`src/rtl/sevenseg_scan.sv`:
```
// sevenseg_scan: time-multiplexed hex driver for DIGITS seven-segment digits
// on a shared segment bus. New words are staged in a pending register and
// only promoted to the display register at a frame wrap, so a frame never
// shows a mix of old and new digits.

// Per-digit lane: hex decode plus leading-zero blank decision for one digit.
module sevenseg_digit #(
    parameter int LZ_BLANK = 1,
    parameter int IS_LSD   = 0
) (
    input  logic [3:0] nib,
    input  logic       dp_bit,
    input  logic       upper_zero,  // every nibble above this digit is zero
    output logic [6:0] seg_lit,     // active-high pattern, bit6=g .. bit0=a
    output logic       blank
);

    // Hex to segment pattern, active-high form.
    always_comb begin
        seg_lit = 7'h00;
        case (nib)
            4'h0: seg_lit = 7'h3F;
            4'h1: seg_lit = 7'h06;
            4'h2: seg_lit = 7'h5B;
            4'h3: seg_lit = 7'h4F;
            4'h4: seg_lit = 7'h66;
            4'h5: seg_lit = 7'h6D;
            4'h6: seg_lit = 7'h7D;
            4'h7: seg_lit = 7'h07;
            4'h8: seg_lit = 7'h7F;
            4'h9: seg_lit = 7'h6F;
            4'hA: seg_lit = 7'h77;
            4'hB: seg_lit = 7'h7C;
            4'hC: seg_lit = 7'h39;
            4'hD: seg_lit = 7'h5E;
            4'hE: seg_lit = 7'h79;
            4'hF: seg_lit = 7'h71;
            default: seg_lit = 7'h00;
        endcase
    end

    // The rightmost digit always shows; a lit decimal point keeps a digit on.
    assign blank = (LZ_BLANK != 0) && (IS_LSD == 0) && upper_zero &&
                   (nib == 4'h0) && !dp_bit;

endmodule

module sevenseg_scan #(
    parameter int DIGITS         = 4,
    parameter int CLK_DIV        = 50000,
    parameter int SEG_ACTIVE_LOW = 0,
    parameter int AN_ACTIVE_LOW  = 1,
    parameter int LZ_BLANK       = 1
) (
    input  logic                  clk,
    input  logic                  rst,
    input  logic                  load,
    input  logic [4*DIGITS-1:0]   data,
    input  logic [DIGITS-1:0]     dp_in,
    output logic [6:0]            seg,
    output logic                  dp,
    output logic [DIGITS-1:0]     an,
    output logic                  frame_done
);

    localparam int IW = (DIGITS > 1) ? $clog2(DIGITS) : 1;
    localparam int CW = $clog2(CLK_DIV);

    // Idle (unlit / disabled) levels; XOR with these applies pin polarity.
    localparam logic [DIGITS-1:0] AN_OFF  = {DIGITS{AN_ACTIVE_LOW != 0}};
    localparam logic [6:0]        SEG_OFF = {7{SEG_ACTIVE_LOW != 0}};
    localparam logic              DP_OFF  = (SEG_ACTIVE_LOW != 0);

    typedef struct packed {
        logic [DIGITS-1:0][3:0] nib;
        logic [DIGITS-1:0]      dp;
    } frame_t;

    logic [CW-1:0] pre_q;
    logic [IW-1:0] idx_q;
    logic          tick;
    logic          last;
    logic          wrap;

    frame_t        pend_q;
    frame_t        disp_q;
    logic          pend_vld;

    logic [DIGITS:0]           uz;
    logic [DIGITS-1:0][6:0]    lane_seg;
    logic [DIGITS-1:0]         lane_blank;

    logic [6:0]        sel_seg;
    logic              sel_blank;
    logic              sel_dp;
    logic [DIGITS-1:0] sel_oh;

    logic [6:0]        seg_q;
    logic              dp_q;
    logic [DIGITS-1:0] an_q;

    assign tick       = (pre_q == CW'(CLK_DIV - 1));
    assign last       = (idx_q == IW'(DIGITS - 1));
    assign wrap       = tick && last;
    assign frame_done = wrap;

    // Prescaler: one tick every CLK_DIV clocks.
    always_ff @(posedge clk or posedge rst) begin
        if (rst)       pre_q <= '0;
        else if (tick) pre_q <= '0;
        else           pre_q <= pre_q + 1'b1;
    end

    // Digit index advances on each tick and wraps after the leftmost digit.
    always_ff @(posedge clk or posedge rst) begin
        if (rst)       idx_q <= '0;
        else if (tick) idx_q <= last ? '0 : idx_q + 1'b1;
    end

    // Pending stage: latest load wins; a load on the wrap cycle stays pending.
    always_ff @(posedge clk or posedge rst) begin
        if (rst) begin
            pend_q   <= '0;
            pend_vld <= 1'b0;
        end else begin
            if (load) pend_q <= {data, dp_in};
            pend_vld <= load | (pend_vld & ~wrap);
        end
    end

    // Display register only changes at a frame wrap, so frames never tear.
    always_ff @(posedge clk or posedge rst) begin
        if (rst)                   disp_q <= '0;
        else if (wrap && pend_vld) disp_q <= pend_q;
    end

    // uz[i]: nibbles i..DIGITS-1 of the display word are all zero.
    assign uz[DIGITS] = 1'b1;

    for (genvar i = 0; i < DIGITS; i++) begin : g_lane
        assign uz[i] = uz[i+1] && (disp_q.nib[i] == 4'h0);

        sevenseg_digit #(
            .LZ_BLANK (LZ_BLANK),
            .IS_LSD   ((i == 0) ? 1 : 0)
        ) u_digit (
            .nib        (disp_q.nib[i]),
            .dp_bit     (disp_q.dp[i]),
            .upper_zero (uz[i+1]),
            .seg_lit    (lane_seg[i]),
            .blank      (lane_blank[i])
        );
    end

    assign sel_seg   = lane_seg[idx_q];
    assign sel_blank = lane_blank[idx_q];
    assign sel_dp    = disp_q.dp[idx_q];
    assign sel_oh    = DIGITS'(1) << idx_q;

    // Registered pin drive: one clock behind the index, polarity applied here.
    always_ff @(posedge clk or posedge rst) begin
        if (rst) begin
            an_q  <= AN_OFF;
            seg_q <= SEG_OFF;
            dp_q  <= DP_OFF;
        end else if (sel_blank) begin
            an_q  <= AN_OFF;
            seg_q <= SEG_OFF;
            dp_q  <= DP_OFF;
        end else begin
            an_q  <= sel_oh ^ AN_OFF;
            seg_q <= sel_seg ^ SEG_OFF;
            dp_q  <= sel_dp ^ DP_OFF;
        end
    end

    assign seg = seg_q;
    assign dp  = dp_q;
    assign an  = an_q;

endmodule
```
`config.mk`:
```
export PLATFORM = sky130hd
export DESIGN_NAME = sevenseg_scan
export DESIGN_NICKNAME = d
export VERILOG_FILES = /design/src/rtl/sevenseg_scan.sv
export SDC_FILE = /design/constraint.sdc
export NUM_CORES = 1
export LEC_CHECK = 0
export ABC_AREA = 0
export CAP_MARGIN = 30
export CELL_PAD_IN_SITES_DETAIL_PLACEMENT = 1
export CELL_PAD_IN_SITES_GLOBAL_PLACEMENT = 2
export CORE_ASPECT_RATIO = 1.4
export CORE_MARGIN = 2
export CORE_UTILIZATION = 35
export CTS_CLUSTER_SIZE = 8
export DETAILED_ROUTE_END_ITERATION = 8
export PLACE_DENSITY_LB_ADDON = 0.1
export SETUP_SLACK_MARGIN = 0.4
export SYNTH_ARGS = -nofsm -noshare
export SYNTH_HDL_FRONTEND = slang
export SYNTH_SLANG_ARGS = --single-unit
```
`constraint.sdc`:
```
create_clock -name clk -period 2.2 [get_ports clk]
set_input_delay 0.44 -clock clk [delete_from_list [all_inputs] [get_ports clk]]
set_output_delay 0.44 -clock clk [all_outputs]
set_load 0.1 [all_outputs]
```
# [Word level (Yosys, flattened, before mapping)]
# Memory sizes are Yosys's and may differ from the RTL's.
# Cells that the tools add are included.
[op_classes] order_cmp=1 n_mux=11 n_eq_ne=2 bitwise_logic=4 n_addsub=2 n_reduce_logical=13 n_shift=1
[op_table] operator="adder 16 x 1 -> 16 bit (second input constant)" n=1
[op_table] operator="equality test 16 bit (second input constant)" n=1
[op_table] operator="2-to-1 mux 16 bit" n=1
[op_table] operator="binary-select mux 7 bit (select 2 bit)" n=1
[op_table] operator="2-to-1 mux 7 bit" n=2
[op_table] operator="logical NOT 4 bit" n=3
[op_table] operator="logical AND 1 bit" n=7
[op_table] operator="binary-select mux 1 bit (select 2 bit)" n=2
[op_table] operator="2-to-1 mux 4 bit" n=1
[op_table] operator="NOT 4 bit" n=1
[op_table] operator="<< shifter 1 x 2 -> 4 bit (first input constant)" n=1
[op_table] operator="logical NOT 1 bit" n=3
[op_table] operator="less-than comparator 2 x 3 -> 1 bit (second input constant)" n=1
[op_table] operator="2-to-1 mux 1 bit" n=3
[op_table] operator="adder 2 x 1 -> 2 bit (second input constant)" n=1
[op_table] operator="equality test 2 bit (second input constant)" n=1
[op_table] operator="2-to-1 mux 2 bit" n=1
[op_table] operator="bitwise AND 1 bit" n=1
[op_table] operator="NOT 1 bit" n=1
[op_table] operator="OR 1 bit" n=1
[word_totals] output_inout_bits=13 rom_bits=448 in_bits=23 memories=4 elab_cells=54 register_bits=71
[memory_table] memory="(name not given)" depth=16 word_bits=7 read_ports=1 rd_clocked_by_memory_dff=0 wr=0 line_no="21" rtl="case (nib)"
[memory_table] memory="(name not given)" depth=16 word_bits=7 read_ports=1 rd_clocked_by_memory_dff=0 wr=0 line_no="21"
[memory_table] memory="(name not given)" depth=16 word_bits=7 read_ports=1 rd_clocked_by_memory_dff=0 wr=0 line_no="21"
[memory_table] memory="(name not given)" depth=16 word_bits=7 read_ports=1 rd_clocked_by_memory_dff=0 wr=0 line_no="21"

# [Logic depth before layout (Yosys ltp)]
[depth] word_depth=7 ltp_mapped=6 ltp_nobuf=6

# [Hierarchy]
# Synthesis repeated with hierarchy kept, for this count alone.
[hier_totals] hier_cells=355 hier_area_um2=4340.4
[by_module_without_submodules] mod="sevenseg_scan" area_each_um2=3158.0 seq_area_each_um2=1781.7 cells_per_inst=216 instances=1
[by_module_without_submodules] mod="sevenseg_digit (g_lane[2].u_digit ...)" area_each_um2=295.3 seq_area_each_um2=0.0 cells_per_inst=35 instances=2
[by_module_without_submodules] mod="sevenseg_digit (g_lane[0].u_digit)" area_each_um2=299.0 seq_area_each_um2=0.0 cells_per_inst=35 instances=1
[by_module_without_submodules] mod="sevenseg_digit (g_lane[1].u_digit)" area_each_um2=292.8 seq_area_each_um2=0.0 cells_per_inst=34 instances=1

# [Least setup slack after synthesis]
# Ideal clock, no wire load.
[synth_path] path_type="register to output" startpoint="register pre_q[13]" endpoint="output frame_done" n_path_buf=0 stages_incl_launch_ff=5 t_required_ns=1.760 setup_slack_ns=-0.183 t_arrival_ns=1.943 cell_sequence="dfrtp_1 or4_4 nor4_1 nand2_1 inv_1"
[synth_via] elab_chain_cells=2
[synth_lines] item="from (decl)" line_no="79" rtl="logic [CW-1:0] pre_q;"
[synth_lines] item="from (signal assigned)" line_no="111" rtl="else pre_q <= pre_q + 1'b1;"
[synth_lines] item="equality test 16 bit" line_no="102" rtl="assign tick = (pre_q == CW'(CLK_DIV - 1));"
[synth_lines] item="logical AND 1 bit" line_no="104" rtl="assign wrap = tick && last;"
[synth_lines] item="to (decl)" line_no="63" rtl="output logic frame_done"
# Every way passes these cells.

# [Final worst setup path]
[layout_path] startpoint="register pre_q[11]" endpoint="output frame_done"
# Same word-level chain as after synthesis.

==> parameters.txt <==
Parameter                              Value

Clock tree
  CTS Sinks    71
  Clock network latency to the later pin of the worst-skew pair    around 0.33 ns
  TritonCTS clock tree    yes
  Master cell of the clock root buffer    sky130_fd_sc_hd__clkbuf_16
  TritonCTS Buffers    9
  Maximum buffer depth of the clock tree    2
  H-tree levels    3
  Clock slew at reported path FFs    roughly 0.05 ns

Yosys
  Yosys top cell by area    sky130_fd_sc_hd__dfrtp_1
  Post-synth EDFFs    0
  Multiplexer share of the synthesized area    0.1883
  Post-Synth Adder-Cell Area    0.08809
  Syn Area/Cell    11.67 um^2
  Yosys top cell area share    0.4070
  Number of library cell types mapped by synthesis    52
  Synthesized netlist cell count    353
  Simple logic cell fraction of the synthesized area    0.1248
  Synthesized Nets    about 400
  Area of the mapped netlist    between 4000 and 5000 um^2
  Post-synthesis xor/xnor area fraction    0.02126
  Prevailing post-synth register cell    sky130_fd_sc_hd__dfrtp_1
  Number of synthesis warnings    0
  Main combinational cell family by area after synthesis    multiplexers
  Compound-gate portion of the synthesized area    0.1002
  Synth top area cells    sky130_fd_sc_hd__dfrtp_1 41%, sky130_fd_sc_hd__ha_1 8.8%, sky130_fd_sc_hd__mux2_4 7.3%, sky130_fd_sc_hd__mux2_2 7.1%, sky130_fd_sc_hd__mux4_2 2.7%
  Register bit total from synthesis    between 70 and 80
  Fraction of the yosys area taken by sequential cells    0.4326
  Share of flip-flops with an asynchronous set or reset    1.000

Die
  Vert. Die Dim    132.4 um
  I/O pin count    36
  Starting utilization of the core area    0.3614
  Core footprint    roughly 11000 um^2
  Width of the die    approximately 96 um
  Floorplan die area    ~13000 um^2
  Cell row count    46

Critical path
  Arr. time, crit path    1.89 ns
  Crit path cell chain    or4_4, nor4_4, nand2_2, clkinvlp_4, buf_12
  Worst path max stage delay    ~0.56 ns
  Slowest stage cell on the critical path    sky130_fd_sc_hd__or4_4
  Sort of element at the end of the critical path    output pin
  Worst r2r src    pre_q[11]$_DFF_PP0_
  Crit Path Category    flop to output pin
  Launching instance or port of the critical path    pre_q[11]$_DFF_PP0_
  Crit path required time    1.76 ns
  Critical Path Start Type    flop
  Crit-path max FO    2

Placement
  Dpl ws    about 0.038 ns
  Routability Congestion    slightly above 0.8
  Port Buffer Count    35
  Dpl hpwl    ~7.4 mm
  Standard cell area after detailed placement    between 4000 and 5000 um^2

Timing
  Setup-failing EPs final    20
  Slew @ Worst Pin    roughly 0.57 ns
  Worst slew slack as a fraction of its limit    0.6214
  Post-layout worst setup margin    -0.1311 ns
  Clock tree skew after final layout    between 0.007 and 0.008 ns
  Final critical-path required period    between 2 and 2.5 ns
  Period utilisation layout    1.060
  Setup TNS    -0.4828 ns
  Final-layout worst hold slack    around 0.49 ns
  Highest clock frequency the design can meet    between 0.4 and 0.5 GHz
  Final number of max-transition violations    0
  Setup repair after global routing missed its margin    yes
  Final Hold Violating Endpoints    0

Cells and area
  Number of nets in the finished design    between 400 and 500
  Most common library cell in the layout ignoring fill and taps    sky130_fd_sc_hd__dfrtp_1
  Commonest cells after routing, fill and taps aside    59 x sky130_fd_sc_hd__dfrtp_1, 53 x sky130_fd_sc_hd__buf_4, 25 x sky130_fd_sc_hd__mux2_2, 22 x sky130_fd_sc_hd__clkdlybuf4s50_1, 21 x sky130_fd_sc_hd__mux2_4
  Area taken by flip-flops and latches    1792 um^2
  Number of inserted diodes    0
  Area grow syn2layout    39.95%
  Post-Layout Inst Area    between 5000 and 6000 um^2
  FILL cells    roughly 1200
  Share of layout cells above drive strength 1    0.4731
  Area used by multi-input combinational logic    roughly 2400 um^2

Power
  Portion of total power attributed to sequential cells    0.451
  VDD IR-drop max    376.0 uV
  Switching Power    about 0.61 mW
  Pleak    2.407 nW
  Clock power frac    0.508
  Power Density    about 520 nW/um^2
  Combinational fraction of design power    0.041
  Share of total power consumed by net switching    0.2030
  Internal power consumption    approximately 2.4 mW

Global route
  Number of antenna violations at the first check in global routing    0
  Overflow left after global routing    0
  Number of global-route vias before repair    between 3000 and 4000
  Pin count of the biggest net entering global routing    72
  Gr usage total    0.1877
  First-pass GRT wire length    about 18 mm

Drt
  Router iterations before antenna repair    6
  Post-DR wirelength/cell    18.66 um
  DRC violation count after routing    0
  Final Routed Wirelength    11.01 mm
  Via density per instance    around 5.2
  Initial DRC count    79
  ANT nets after route    0
  Overall via count from detail_route    about 3000

Outcome
  Violated checks    negative setup slack
  Result of the run    complete, but fails checks

Flow run
  Number of violations of the max-capacitance limit    0

Min path
  Hold wc startpoint    pend_vld$_DFF_PP0_
  Worst hold-check path type    flop to flop
[cells in the mapped netlist, types with 2 or more instances]
| master | instances |
|---|---|
| sky130_fd_sc_hd__or3b_2 | 3 |
| sky130_fd_sc_hd__xor2_1 | 6 |
| sky130_fd_sc_hd__mux2_4 | 20 |
| sky130_fd_sc_hd__nand2_1 | 11 |
| sky130_fd_sc_hd__a311oi_1 | 4 |
| sky130_fd_sc_hd__nor3_1 | 6 |
| sky130_fd_sc_hd__or3_1 | 5 |
| sky130_fd_sc_hd__buf_1 | 2 |
| sky130_fd_sc_hd__ha_1 | 29 |
| sky130_fd_sc_hd__nor2_1 | 19 |
| sky130_fd_sc_hd__clkbuf_1 | 14 |
| sky130_fd_sc_hd__a21oi_1 | 6 |
| sky130_fd_sc_hd__a211oi_1 | 2 |
| sky130_fd_sc_hd__a31oi_1 | 5 |
| sky130_fd_sc_hd__nand4_1 | 5 |
| sky130_fd_sc_hd__nor4_1 | 3 |
| sky130_fd_sc_hd__a41oi_1 | 2 |
| sky130_fd_sc_hd__xnor2_1 | 4 |
| sky130_fd_sc_hd__mux2_2 | 26 |
| sky130_fd_sc_hd__mux4_2 | 5 |
| sky130_fd_sc_hd__a221oi_1 | 5 |
| sky130_fd_sc_hd__nand2b_1 | 5 |
| sky130_fd_sc_hd__inv_1 | 20 |
| sky130_fd_sc_hd__nand3_1 | 6 |
| sky130_fd_sc_hd__o2111ai_1 | 5 |
| sky130_fd_sc_hd__or2_2 | 3 |
| sky130_fd_sc_hd__o211ai_1 | 2 |
| sky130_fd_sc_hd__dfrtp_1 | 67 |
| sky130_fd_sc_hd__a21o_1 | 2 |
| sky130_fd_sc_hd__buf_12 | 2 |
| sky130_fd_sc_hd__mux2i_1 | 7 |
| sky130_fd_sc_hd__nor2b_1 | 13 |
| sky130_fd_sc_hd__o31ai_1 | 2 |
| sky130_fd_sc_hd__o32ai_1 | 3 |
| sky130_fd_sc_hd__o21ai_0 | 14 |
| sky130_fd_sc_hd__dfstp_2 | 4 |
[state kept, by name, summed over array words and instances (netlist names)]
signal,count
pend_vld,1
dp,1
idx_q,2
seg,7
disp_q,20
an,4
pend_q,20
pre_q,16
[routing by layer]
metal	wire length, um	vias up	global-route usage	share of wire
li1	-	1460	-	-
met1	4527	1561	0.2209	0.41
met2	5987	33	0.3341	0.54
met3	215	16	0.03030	0.020
met4	278	0	0.07063	0.025
met5	0	-	0	0
[worst paths after layout]
check | end | slack (ns) | depth (start not counted)
max in group asynchronous | an[0]$_DFF_PP1_ | 1.29 | 3
worst min-delay path | pend_vld$_DFF_PP0_ | 0.49 | 1
min in group asynchronous | pend_q[1]$_DFFE_PP0P_ | 0.57 | 3
worst min register to register | pend_vld$_DFF_PP0_ | 0.49 | 1
worst max-delay path | frame_done | -0.13 | 5
worst max register to register | disp_q[8]$_DFFE_PP0P_ | -0.03 | 7
[through the flow]
stage,std cells,utilization,total power [mW]
floorplan,353,-,1.444
global placement,542,0.4190,1.509
detailed placement,542,0.4190,1.515
CTS,577,0.4812,3.082
global route,590,0.5058,3.139
finish,590,0.5058,3.025
[critical path: cells and delay by family (launching register included)]
family	cells	cell delay [ns]
buffers and inverters	2	0.26
DFF	1	0.38
and+or+nand+nor	3	0.93
[power groups by stage]
| stage | registers, mW | logic (mW) | clock network (mW) |
|---|---|---|---|
| 3_3_place_gp | 1.39 | 0.122 | 0 |
| 2_1_floorplan | 1.38 | 0.0644 | 0 |
| 5_1_grt | 1.37 | 0.135 | 1.63 |
| 6_report | 1.36 | 0.123 | 1.54 |
| 4_1_cts | 1.37 | 0.126 | 1.59 |
| 3_5_place_dp | 1.39 | 0.126 | 0 |
[cell families after synthesis]
family,after synthesis
muxes,58
AOI/OAI and AO/OA,56
adders and majority gates,29
xor gates and xnor gates,10
DFF,71
buffers and inverters,40
and+or+nand+nor,89
[what timing repair did]
action | 4_1_cts | 5_1_grt
pin swaps | 21 | 12
resized for setup | 58 | 31
hold buffers | 0 | 0
setup buffers | 17 | 12
setup endpoints to repair | 33 | 42
cloned | 2 | 1
[cell type report]
type / count / area share
well taps: 144 / 0.03126
inverters: 21 / 0.01628
repair buffers: 96 / 0.1637
clock inverters: 5 / 0.01433
multi-input cells: 242 / 0.4233
clock buffers: 11 / 0.04037
flip-flops and latches: 71 / 0.3108
(Power assumes the default switching activity.)
